===== src/rtl/dilithium_sign_sequencer.sv =====
// Sequencer that drives one Dilithium core through a complete SIGN operation.
// It reads the key, message and seed words from a shared word-addressed operand RAM, streams
// them to the core in the order the core variant expects, then writes the z/h/c result words
// back into RAM.
//
// Ports:
//   clk, rst_n                  clock, asynchronous active-low reset
//   go_i, msg_len_i             start pulse and message length in bytes (sampled on accept)
//   busy_o, done_o, err_o       status: busy level, done pulse, rejected-go pulse
//   rd_en_o, rd_addr_o          RAM read port; data returns on rd_data_i one cycle later
//   wr_en_o, wr_addr_o,         RAM write port for the unloaded result words
//   wr_data_o
//   core_rst_o, core_start_o,   core control: reset, start pulse, constant mode
//   core_mode_o
//   core_valid_o, core_ready_i, core input stream
//   core_data_o
//   core_valid_i, core_ready_o, core output stream
//   core_data_i
module dilithium_sign_sequencer #(
    parameter int unsigned W          = 64,
    parameter int unsigned HIGH_PERF  = 1,
    parameter int unsigned ADDR_W     = 12,
    parameter logic [1:0]  MODE       = 2'd2,
    parameter int unsigned SEED_WORDS = 4,
    parameter int unsigned S1_WORDS   = 52,
    parameter int unsigned S2_WORDS   = 56,
    parameter int unsigned T0_WORDS   = 208,
    parameter int unsigned Z_WORDS    = 288,
    parameter int unsigned H_WORDS    = 11,
    parameter int unsigned MSG_MAX    = 64
) (
    input  logic              clk,
    input  logic              rst_n,
    input  logic              go_i,
    input  logic [W-1:0]      msg_len_i,
    output logic              busy_o,
    output logic              done_o,
    output logic              err_o,
    output logic              rd_en_o,
    output logic [ADDR_W-1:0] rd_addr_o,
    input  logic [W-1:0]      rd_data_i,
    output logic              wr_en_o,
    output logic [ADDR_W-1:0] wr_addr_o,
    output logic [W-1:0]      wr_data_o,
    output logic              core_rst_o,
    output logic              core_start_o,
    output logic [1:0]        core_mode_o,
    output logic              core_valid_o,
    input  logic              core_ready_i,
    output logic [W-1:0]      core_data_o,
    input  logic              core_valid_i,
    output logic              core_ready_o,
    input  logic [W-1:0]      core_data_i
);

    localparam int unsigned Bpw    = W / 8;
    localparam int unsigned OffRho = 0;
    localparam int unsigned OffK   = SEED_WORDS;
    localparam int unsigned OffTr  = 2 * SEED_WORDS;
    localparam int unsigned OffS1  = 3 * SEED_WORDS;
    localparam int unsigned OffS2  = OffS1 + S1_WORDS;
    localparam int unsigned OffT0  = OffS2 + S2_WORDS;
    localparam int unsigned OffMsg = OffT0 + T0_WORDS;
    localparam int unsigned OffZ   = OffMsg + MSG_MAX;
    localparam int unsigned OffH   = OffZ + Z_WORDS;
    localparam int unsigned OffC   = OffH + H_WORDS;

    typedef enum logic [2:0] {StIdle, StCrst, StStart, StLoad, StDrain, StUnload, StDone} state_e;
    typedef enum logic [3:0] {
        SecRho, SecK, SecTr, SecS1, SecS2, SecT0, SecMlen, SecMsg, SecZ, SecH, SecC
    } sec_e;

    function automatic sec_e load_sec(input logic [2:0] idx);
        sec_e s;
        if (HIGH_PERF != 0) begin
            case (idx)
                3'd0:    s = SecRho;
                3'd1:    s = SecMlen;
                3'd2:    s = SecTr;
                3'd3:    s = SecMsg;
                3'd4:    s = SecK;
                3'd5:    s = SecS1;
                3'd6:    s = SecS2;
                default: s = SecT0;
            endcase
        end else begin
            case (idx)
                3'd0:    s = SecRho;
                3'd1:    s = SecK;
                3'd2:    s = SecTr;
                3'd3:    s = SecS1;
                3'd4:    s = SecS2;
                3'd5:    s = SecT0;
                3'd6:    s = SecMlen;
                default: s = SecMsg;
            endcase
        end
        return s;
    endfunction

    function automatic sec_e unload_sec(input logic [1:0] idx);
        sec_e s;
        if (HIGH_PERF != 0) begin
            case (idx)
                2'd0:    s = SecZ;
                2'd1:    s = SecH;
                default: s = SecC;
            endcase
        end else begin
            case (idx)
                2'd0:    s = SecC;
                2'd1:    s = SecZ;
                default: s = SecH;
            endcase
        end
        return s;
    endfunction

    function automatic logic [ADDR_W-1:0] sec_base(input sec_e s);
        logic [ADDR_W-1:0] b;
        case (s)
            SecRho:  b = ADDR_W'(OffRho);
            SecK:    b = ADDR_W'(OffK);
            SecTr:   b = ADDR_W'(OffTr);
            SecS1:   b = ADDR_W'(OffS1);
            SecS2:   b = ADDR_W'(OffS2);
            SecT0:   b = ADDR_W'(OffT0);
            SecMsg:  b = ADDR_W'(OffMsg);
            SecZ:    b = ADDR_W'(OffZ);
            SecH:    b = ADDR_W'(OffH);
            SecC:    b = ADDR_W'(OffC);
            default: b = '0;
        endcase
        return b;
    endfunction

    function automatic logic [ADDR_W-1:0] sec_len(input sec_e s, input logic [ADDR_W-1:0] mw);
        logic [ADDR_W-1:0] l;
        case (s)
            SecS1:   l = ADDR_W'(S1_WORDS);
            SecS2:   l = ADDR_W'(S2_WORDS);
            SecT0:   l = ADDR_W'(T0_WORDS);
            SecMlen: l = ADDR_W'(1);
            SecMsg:  l = mw;
            SecZ:    l = ADDR_W'(Z_WORDS);
            SecH:    l = ADDR_W'(H_WORDS);
            default: l = ADDR_W'(SEED_WORDS);
        endcase
        return l;
    endfunction

    state_e              r_state;
    logic                r_busy, r_done, r_err;
    logic                r_rd_en, r_wr_en;
    logic [ADDR_W-1:0]   r_rd_addr, r_wr_addr;
    logic [W-1:0]        r_wr_data;
    logic                r_core_rst, r_core_start, r_core_ready;
    logic [W-1:0]        r_msg_len;
    logic [ADDR_W-1:0]   r_mw;
    logic [1:0]          r_crst_cnt;
    logic [2:0]          r_sec_idx;
    logic [1:0]          r_usec;
    logic [ADDR_W-1:0]   r_word;
    // Two-stage read pipeline: r_iss = read strobe on the port, r_iss2 = data arriving now.
    logic                r_iss, r_iss_mlen, r_iss2, r_iss2_mlen;
    logic [W-1:0]        r_fifo [2];
    logic                r_fifo_wptr, r_fifo_rptr;
    logic [1:0]          r_fifo_cnt;

    logic [W-1:0]        w_mw_q, w_mw_full;
    logic                w_go_ok;
    sec_e                w_ld_sec, w_ul_sec;
    logic [ADDR_W-1:0]   w_ld_len, w_ld_addr, w_ul_len, w_ul_addr;
    logic                w_ld_last, w_ul_last, w_can_issue, w_push, w_pop;
    logic [W-1:0]        w_push_data;

    always_comb begin
        w_mw_q    = msg_len_i / W'(Bpw);
        w_mw_full = w_mw_q + W'((msg_len_i % W'(Bpw)) != '0);
        // An empty message still occupies one word.
        if (w_mw_full == '0) begin
            w_mw_full = W'(1);
        end
        w_go_ok = (w_mw_full <= W'(MSG_MAX));
    end

    always_comb begin
        w_ld_sec    = load_sec(r_sec_idx);
        w_ld_len    = sec_len(w_ld_sec, r_mw);
        w_ld_addr   = sec_base(w_ld_sec) + r_word;
        w_ld_last   = (r_word == w_ld_len - 1'b1);
        w_ul_sec    = unload_sec(r_usec);
        w_ul_len    = sec_len(w_ul_sec, r_mw);
        w_ul_addr   = sec_base(w_ul_sec) + r_word;
        w_ul_last   = (r_word == w_ul_len - 1'b1);
        // Reserve a FIFO slot for every read in flight so the 2-entry skid never overflows.
        w_can_issue = (r_state == StLoad) &&
                      (({1'b0, r_fifo_cnt} + 3'(r_iss) + 3'(r_iss2)) < 3'd2);
        w_push      = r_iss2;
        w_push_data = r_iss2_mlen ? r_msg_len : rd_data_i;
        w_pop       = (r_fifo_cnt != 2'd0) && core_ready_i;
    end

    assign busy_o       = r_busy;
    assign done_o       = r_done;
    assign err_o        = r_err;
    assign rd_en_o      = r_rd_en;
    assign rd_addr_o    = r_rd_addr;
    assign wr_en_o      = r_wr_en;
    assign wr_addr_o    = r_wr_addr;
    assign wr_data_o    = r_wr_data;
    assign core_rst_o   = r_core_rst;
    assign core_start_o = r_core_start;
    assign core_mode_o  = MODE;
    assign core_valid_o = (r_fifo_cnt != 2'd0);
    assign core_data_o  = r_fifo[r_fifo_rptr];
    assign core_ready_o = r_core_ready;

    always_ff @(posedge clk or negedge rst_n) begin
        if (!rst_n) begin
            r_state      <= StIdle;
            r_busy       <= 1'b0;
            r_done       <= 1'b0;
            r_err        <= 1'b0;
            r_rd_en      <= 1'b0;
            r_rd_addr    <= '0;
            r_wr_en      <= 1'b0;
            r_wr_addr    <= '0;
            r_wr_data    <= '0;
            r_core_rst   <= 1'b1;
            r_core_start <= 1'b0;
            r_core_ready <= 1'b0;
            r_msg_len    <= '0;
            r_mw         <= '0;
            r_crst_cnt   <= '0;
            r_sec_idx    <= '0;
            r_usec       <= '0;
            r_word       <= '0;
            r_iss        <= 1'b0;
            r_iss_mlen   <= 1'b0;
            r_iss2       <= 1'b0;
            r_iss2_mlen  <= 1'b0;
            r_fifo[0]    <= '0;
            r_fifo[1]    <= '0;
            r_fifo_wptr  <= 1'b0;
            r_fifo_rptr  <= 1'b0;
            r_fifo_cnt   <= '0;
        end else begin
            r_err        <= 1'b0;
            r_done       <= 1'b0;
            r_core_start <= 1'b0;
            r_rd_en      <= 1'b0;
            r_wr_en      <= 1'b0;
            r_iss        <= 1'b0;
            r_iss_mlen   <= 1'b0;
            r_iss2       <= r_iss;
            r_iss2_mlen  <= r_iss_mlen;

            if (w_push) begin
                r_fifo[r_fifo_wptr] <= w_push_data;
                r_fifo_wptr         <= ~r_fifo_wptr;
            end
            if (w_pop) begin
                r_fifo_rptr <= ~r_fifo_rptr;
            end
            case ({w_push, w_pop})
                2'b10:   r_fifo_cnt <= r_fifo_cnt + 2'd1;
                2'b01:   r_fifo_cnt <= r_fifo_cnt - 2'd1;
                default: r_fifo_cnt <= r_fifo_cnt;
            endcase

            if (go_i && (r_state != StIdle)) begin
                r_err <= 1'b1;
            end

            case (r_state)
                StIdle: begin
                    if (go_i) begin
                        if (w_go_ok) begin
                            r_msg_len  <= msg_len_i;
                            r_mw       <= ADDR_W'(w_mw_full);
                            r_busy     <= 1'b1;
                            r_core_rst <= 1'b1;
                            r_crst_cnt <= '0;
                            r_state    <= StCrst;
                        end else begin
                            r_err <= 1'b1;
                        end
                    end
                end
                StCrst: begin
                    if (r_crst_cnt == 2'd3) begin
                        r_core_rst   <= 1'b0;
                        r_core_start <= 1'b1;
                        r_state      <= StStart;
                    end else begin
                        r_crst_cnt <= r_crst_cnt + 2'd1;
                    end
                end
                StStart: begin
                    r_sec_idx <= '0;
                    r_word    <= '0;
                    r_state   <= StLoad;
                end
                StLoad: begin
                    if (w_can_issue) begin
                        // MLEN travels the read pipeline without touching RAM to keep ordering.
                        r_iss      <= 1'b1;
                        r_iss_mlen <= (w_ld_sec == SecMlen);
                        r_rd_en    <= (w_ld_sec != SecMlen);
                        r_rd_addr  <= w_ld_addr;
                        if (w_ld_last) begin
                            r_word <= '0;
                            if (r_sec_idx == 3'd7) begin
                                r_state <= StDrain;
                            end else begin
                                r_sec_idx <= r_sec_idx + 3'd1;
                            end
                        end else begin
                            r_word <= r_word + 1'b1;
                        end
                    end
                end
                StDrain: begin
                    if ((r_fifo_cnt == 2'd0) && !r_iss && !r_iss2) begin
                        r_usec       <= '0;
                        r_word       <= '0;
                        r_core_ready <= 1'b1;
                        r_state      <= StUnload;
                    end
                end
                StUnload: begin
                    if (core_valid_i && r_core_ready) begin
                        r_wr_en   <= 1'b1;
                        r_wr_addr <= w_ul_addr;
                        r_wr_data <= core_data_i;
                        if (w_ul_last) begin
                            r_word <= '0;
                            if (r_usec == 2'd2) begin
                                r_core_ready <= 1'b0;
                                r_state      <= StDone;
                            end else begin
                                r_usec <= r_usec + 2'd1;
                            end
                        end else begin
                            r_word <= r_word + 1'b1;
                        end
                    end
                end
                StDone: begin
                    r_done  <= 1'b1;
                    r_busy  <= 1'b0;
                    r_state <= StIdle;
                end
                default: r_state <= StIdle;
            endcase
        end
    end

endmodule


===== config.mk =====
export PLATFORM = sky130hd
export DESIGN_NAME = dilithium_sign_sequencer
export DESIGN_NICKNAME = d
export VERILOG_FILES = /design/src/rtl/dilithium_sign_sequencer.sv
export SDC_FILE = /design/constraint.sdc
export NUM_CORES = 1
export LEC_CHECK = 0
export CORE_MARGIN = 2
export CORE_UTILIZATION = 52
export CTS_CLUSTER_DIAMETER = 200
export DETAILED_ROUTE_END_ITERATION = 8
export PLACE_DENSITY = 0.9
export REMOVE_ABC_BUFFERS = 1
export SLEW_MARGIN = 10
export SYNTH_ARGS = -nofsm -noshare
export SYNTH_HDL_FRONTEND = slang
export SYNTH_SLANG_ARGS = --single-unit

===== constraint.sdc =====
create_clock -name clk -period 3.7 [get_ports clk]
set_input_delay 0.74 -clock clk [delete_from_list [all_inputs] [get_ports clk]]
set_output_delay 0.74 -clock clk [all_outputs]
set_load 0.01 [all_outputs]

==> qor.csv <==
metric,value,unit
via/cell ratio,5.845,
clock sinks,330,
"Reg clk slew, reported paths",0.06,ns
worst stage delay on the critical path,0.42,ns
Routed Antenna Nets,0,
H-tree levels,2,
Pleak,10.68,nW
clock skew,0.02014,ns
Synth Area in Compound Gates,11.21,%
Post-synth top flop,dfrtp_1,
row count,65,
mux share of post-synthesis cell area,10.14,%
Final Hold Viols,0,
main combinational cell family by area after synthesis,simple AND/OR/NAND/NOR gates,
multi-input combinational cell area,8267,um^2
nets,2453,
grt ovf,0,
synthesis-to-layout area growth,40.77,%
Initial Utilization,52.98,%
launching element type of the critical path,primary input,
simple-gate share of the synthesized area,20.37,%
crit-path max FO,7,
fmax,269.4,MHz
Placement Setup Slack,-1.388,ns
fin crit share,100.3,%
vias in the first global route,15536,
reg2reg path depth,13,
Crit path required time,4.10,ns
failing checks,setup timing,
cts hold-fix bufs,0,
Post-synth EDFFs,0,
post-route cell area,23590,um^2
Sequential Area,8264,um^2
Bufs on Longest Clock Path,3,
Post-Route WL,54030,um
post-synthesis adder-cell area fraction,2.329,%
slowest CP cell,or3_4,
Port Buffers,357,
Total GRT Usage,31.02,%
die height,183.5,um
cell family with most CP delay,simple AND/OR/NAND/NOR gates,
Avg Inst Size Synth,9.654,um^2
fraction of layout cells with a size suffix above 1,18.81,%
DR iter-0 viols,1257,
relative max-transition margin,32.07,%
Crit path buffers/inverters,4,
dpl cell area,21840,um^2
DR WL/cell,20.35,um
CP Capture Type,flop,
final setup margin,-0.01257,ns
Tightest Hold Check Type,primary input to async pin,
clock latency on the worst-skew pair,0.52,ns
Non-Filler Instances,2655,
xor/xnor share of the synthesized area,3.218,%
Mapped Cells,1736,
sequential-to-total area share from yosys stat,49.28,%
"critical path, cell by cell",buf_6 > or3_4 > ha_4 > ha_4 > nand4_1 > buf_4 > nor2_4 > or3_1 > a22o_1 > a2111oi_4 > nand4_1 > nor4_4 > nand3_4 > buf_12 > buf_16 > mux2_4,
dpl hpwl,37970,um
routed vias,15518,
Crit Path Class,primary input to flop,
CTS Buf Count,35,
DR pass1 iterations,7,
RSZ-0062 raised after global routing,yes,
Die W,183.5,um
WP depth,16,
flip-flop and latch count after synthesis,330,
final number of setup-violating endpoints,7,
first-pass GRT wire length,83350,um
Yosys cell types,77,
placed insts,2575,
"Slew Viols, Final",0,
CP arrival,4.11,ns
DIE AREA,33680,um^2
Slew @ Worst Pin,1.019,ns
status,"complete, but fails checks",
io pins,360,
min Tclk post-route,3.713,ns
Max-cap violations,0,
share of synthesized registers carrying an async set or reset,100.0,%
Residual DRC,0,
Max rail drop VDD,0.0003542,V
largest net degree at the start of global routing,102,
synthesized area,16760,um^2
Fillers,2050,
"Warnings, synthesis",0,
root buffer cell,clkbuf_16,
gp weighted congestion,0.9575,
pwr dens,595.3,nW/um^2
CTS tree,done,
core area,31640,um^2
initial antenna violation count,3,
==> what timing repair did <==
action                     CTS  global route
resized for setup           71            50
gates cloned                 2             3
pin swaps                   19            26
hold endpoints to repair     0             0
setup endpoints to repair   82            80
buffers inserted             6             6
==> flip-flops by register name, indices dropped and copies added (netlist names), 2 cells and up <==
| signal | cells |
|---|---|
| r_sec_idx | 3 |
| r_crst_cnt | 2 |
| r_state | 3 |
| wr_data_o | 64 |
| r_mw | 12 |
| r_usec | 2 |
| rd_addr_o | 12 |
| r_word | 12 |
| r_fifo_cnt | 2 |
| wr_addr_o | 12 |
| r_msg_len | 64 |
| r_fifo | 128 |
==> kinds of logic (layout without fill, tap and decap cells) <==
logic type	count (synthesis)	count (layout)
and+or+nand+nor	710	710
DFF	330	330
AOI/OAI and AO/OA	312	312
muxes	154	154
buffers and inverters	138	650
xor gates and xnor gates	60	60
adders and majority gates	30	30
other	2	7
==> metrics by stage <==
stage / setup TNS, ns / utilization, % / hold slack (ns) / power, mW
5_1_grt: -3.369 / 74.57 / 0.2982 / 14.70
2_1_floorplan: -116.80 / - / 0.3312 / 7.789
6_report: -0.05657 / 74.57 / 0.2399 / 14.04
3_5_place_dp: -107.05 / 69.03 / 0.3395 / 10.32
3_3_place_gp: -100.21 / 69.03 / 0.3367 / 10.05
4_1_cts: -0.06447 / 73.60 / 0.2805 / 14.00
==> where the power goes <==
part	internal (mW)	switching (mW)	leakage, nW	total [mW]
registers	4.41	0.616	4.22	5.03
clock network	2.17	1.43	0.574	3.60
logic	2.67	2.75	5.88	5.42
==> cell usage after synthesis (4+ instances only) <==
master | number | area [um^2]
nor2_1 | 99 | 371.6
or2_2 | 5 | 31.28
a31o_2 | 9 | 78.83
o21ai_0 | 116 | 580.6
o31ai_1 | 11 | 82.58
clkbuf_1 | 82 | 307.8
nand3b_1 | 5 | 37.54
inv_1 | 36 | 135.1
buf_1 | 8 | 30.03
a31oi_1 | 13 | 81.33
and2_1 | 69 | 431.7
and3_1 | 17 | 106.4
or3_1 | 10 | 62.56
a21o_1 | 7 | 52.55
mux2_2 | 66 | 743.2
ha_1 | 28 | 350.3
and4_1 | 10 | 87.58
mux2i_1 | 73 | 730.7
nand4_1 | 25 | 156.4
mux2_4 | 15 | 225.2
o211ai_1 | 7 | 52.55
nand2_1 | 331 | 1242
a22o_1 | 9 | 78.83
or4_1 | 6 | 45.04
nor4_1 | 28 | 175.2
nand2b_1 | 7 | 43.79
a21oi_1 | 91 | 455.4
xnor2_1 | 35 | 306.5
xor2_1 | 24 | 210.2
nand3_1 | 39 | 195.2
nor3_1 | 30 | 150.1
nor2b_1 | 10 | 62.56
buf_6 | 5 | 56.30
a211oi_1 | 7 | 52.55
dfrtp_1 | 329 | 8233
o31a_1 | 4 | 35.03
a21boi_0 | 5 | 37.54
==> layer usage <==
layer	share of wire [%]	wire, um	global-route usage [%]	vias to the layer above
met1	40	21740	40.31	7676
met3	6.1	3307	3.724	135
met2	50	26850	53.13	682
met4	3.9	2127	12.35	0
li1	-	-	-	7025
met5	0	0	0	-
==> final cells by class <==
type | instances | share of cell area (%)
antenna | 4 | 0.04243
clock buffer | 50 | 4.253
clock inverter | 10 | 0.7160
inverter | 36 | 0.5728
multi-input combinational | 1269 | 35.04
sequential | 330 | 35.03
tap | 402 | 2.132
timing repair buffer | 554 | 22.22
==> final timing paths <==
check,from,end,slack [ns]
hold reg to reg,r_iss_mlen,r_iss2_mlen,0.35
max in group asynchronous,rst_n,r_msg_len[56],2.33
min in group clk,r_iss_mlen,r_iss2_mlen,0.35
setup reg to reg,r_sec_idx[0],r_sec_idx[2],0.24
hold / removal,rst_n,wr_addr_o[11],0.24
setup / recovery,msg_len_i[0],r_msg_len[2],-0.01
==> cell usage in the layout (no fill, tap or decap), types with 10 or more instances in the layout <==
| cell | count |
|---|---|
| nor3_1 | 24 |
| xnor2_1 | 35 |
| inv_1 | 35 |
| dlygate4sd2_1 | 15 |
| nor2_1 | 98 |
| nand3_2 | 10 |
| mux2_4 | 15 |
| and3_1 | 17 |
| o21ai_0 | 115 |
| and2_4 | 13 |
| nor4_1 | 22 |
| clkbuf_16 | 39 |
| nand4_1 | 25 |
| buf_6 | 10 |
| a21oi_1 | 89 |
| mux2i_1 | 72 |
| xor2_1 | 24 |
| and2_1 | 56 |
| nand2_1 | 330 |
| nor2b_1 | 10 |
| ha_1 | 26 |
| nand3_1 | 29 |
| o31ai_1 | 11 |
| a31oi_1 | 13 |
| buf_4 | 178 |
| dfrtp_1 | 327 |
| mux2_2 | 66 |
| clkdlybuf4s50_1 | 332 |
==> worst reg2reg max path: stages (launching register included) <==
cell	delay, ns
dfrtp_1	0.37
nor2b_1	0.15
nand2_1	0.18
inv_1	0.08
nand2_1	0.10
ha_1	0.24
o2111ai_1	0.22
a2111o_1	0.38
a21o_1	0.19
a211oi_1	0.32
nand4_1	0.23
or3b_2	0.57
mux2i_1	0.15
a22o_1	0.18
No activity file was read; power rests on OpenSTA's default activity.
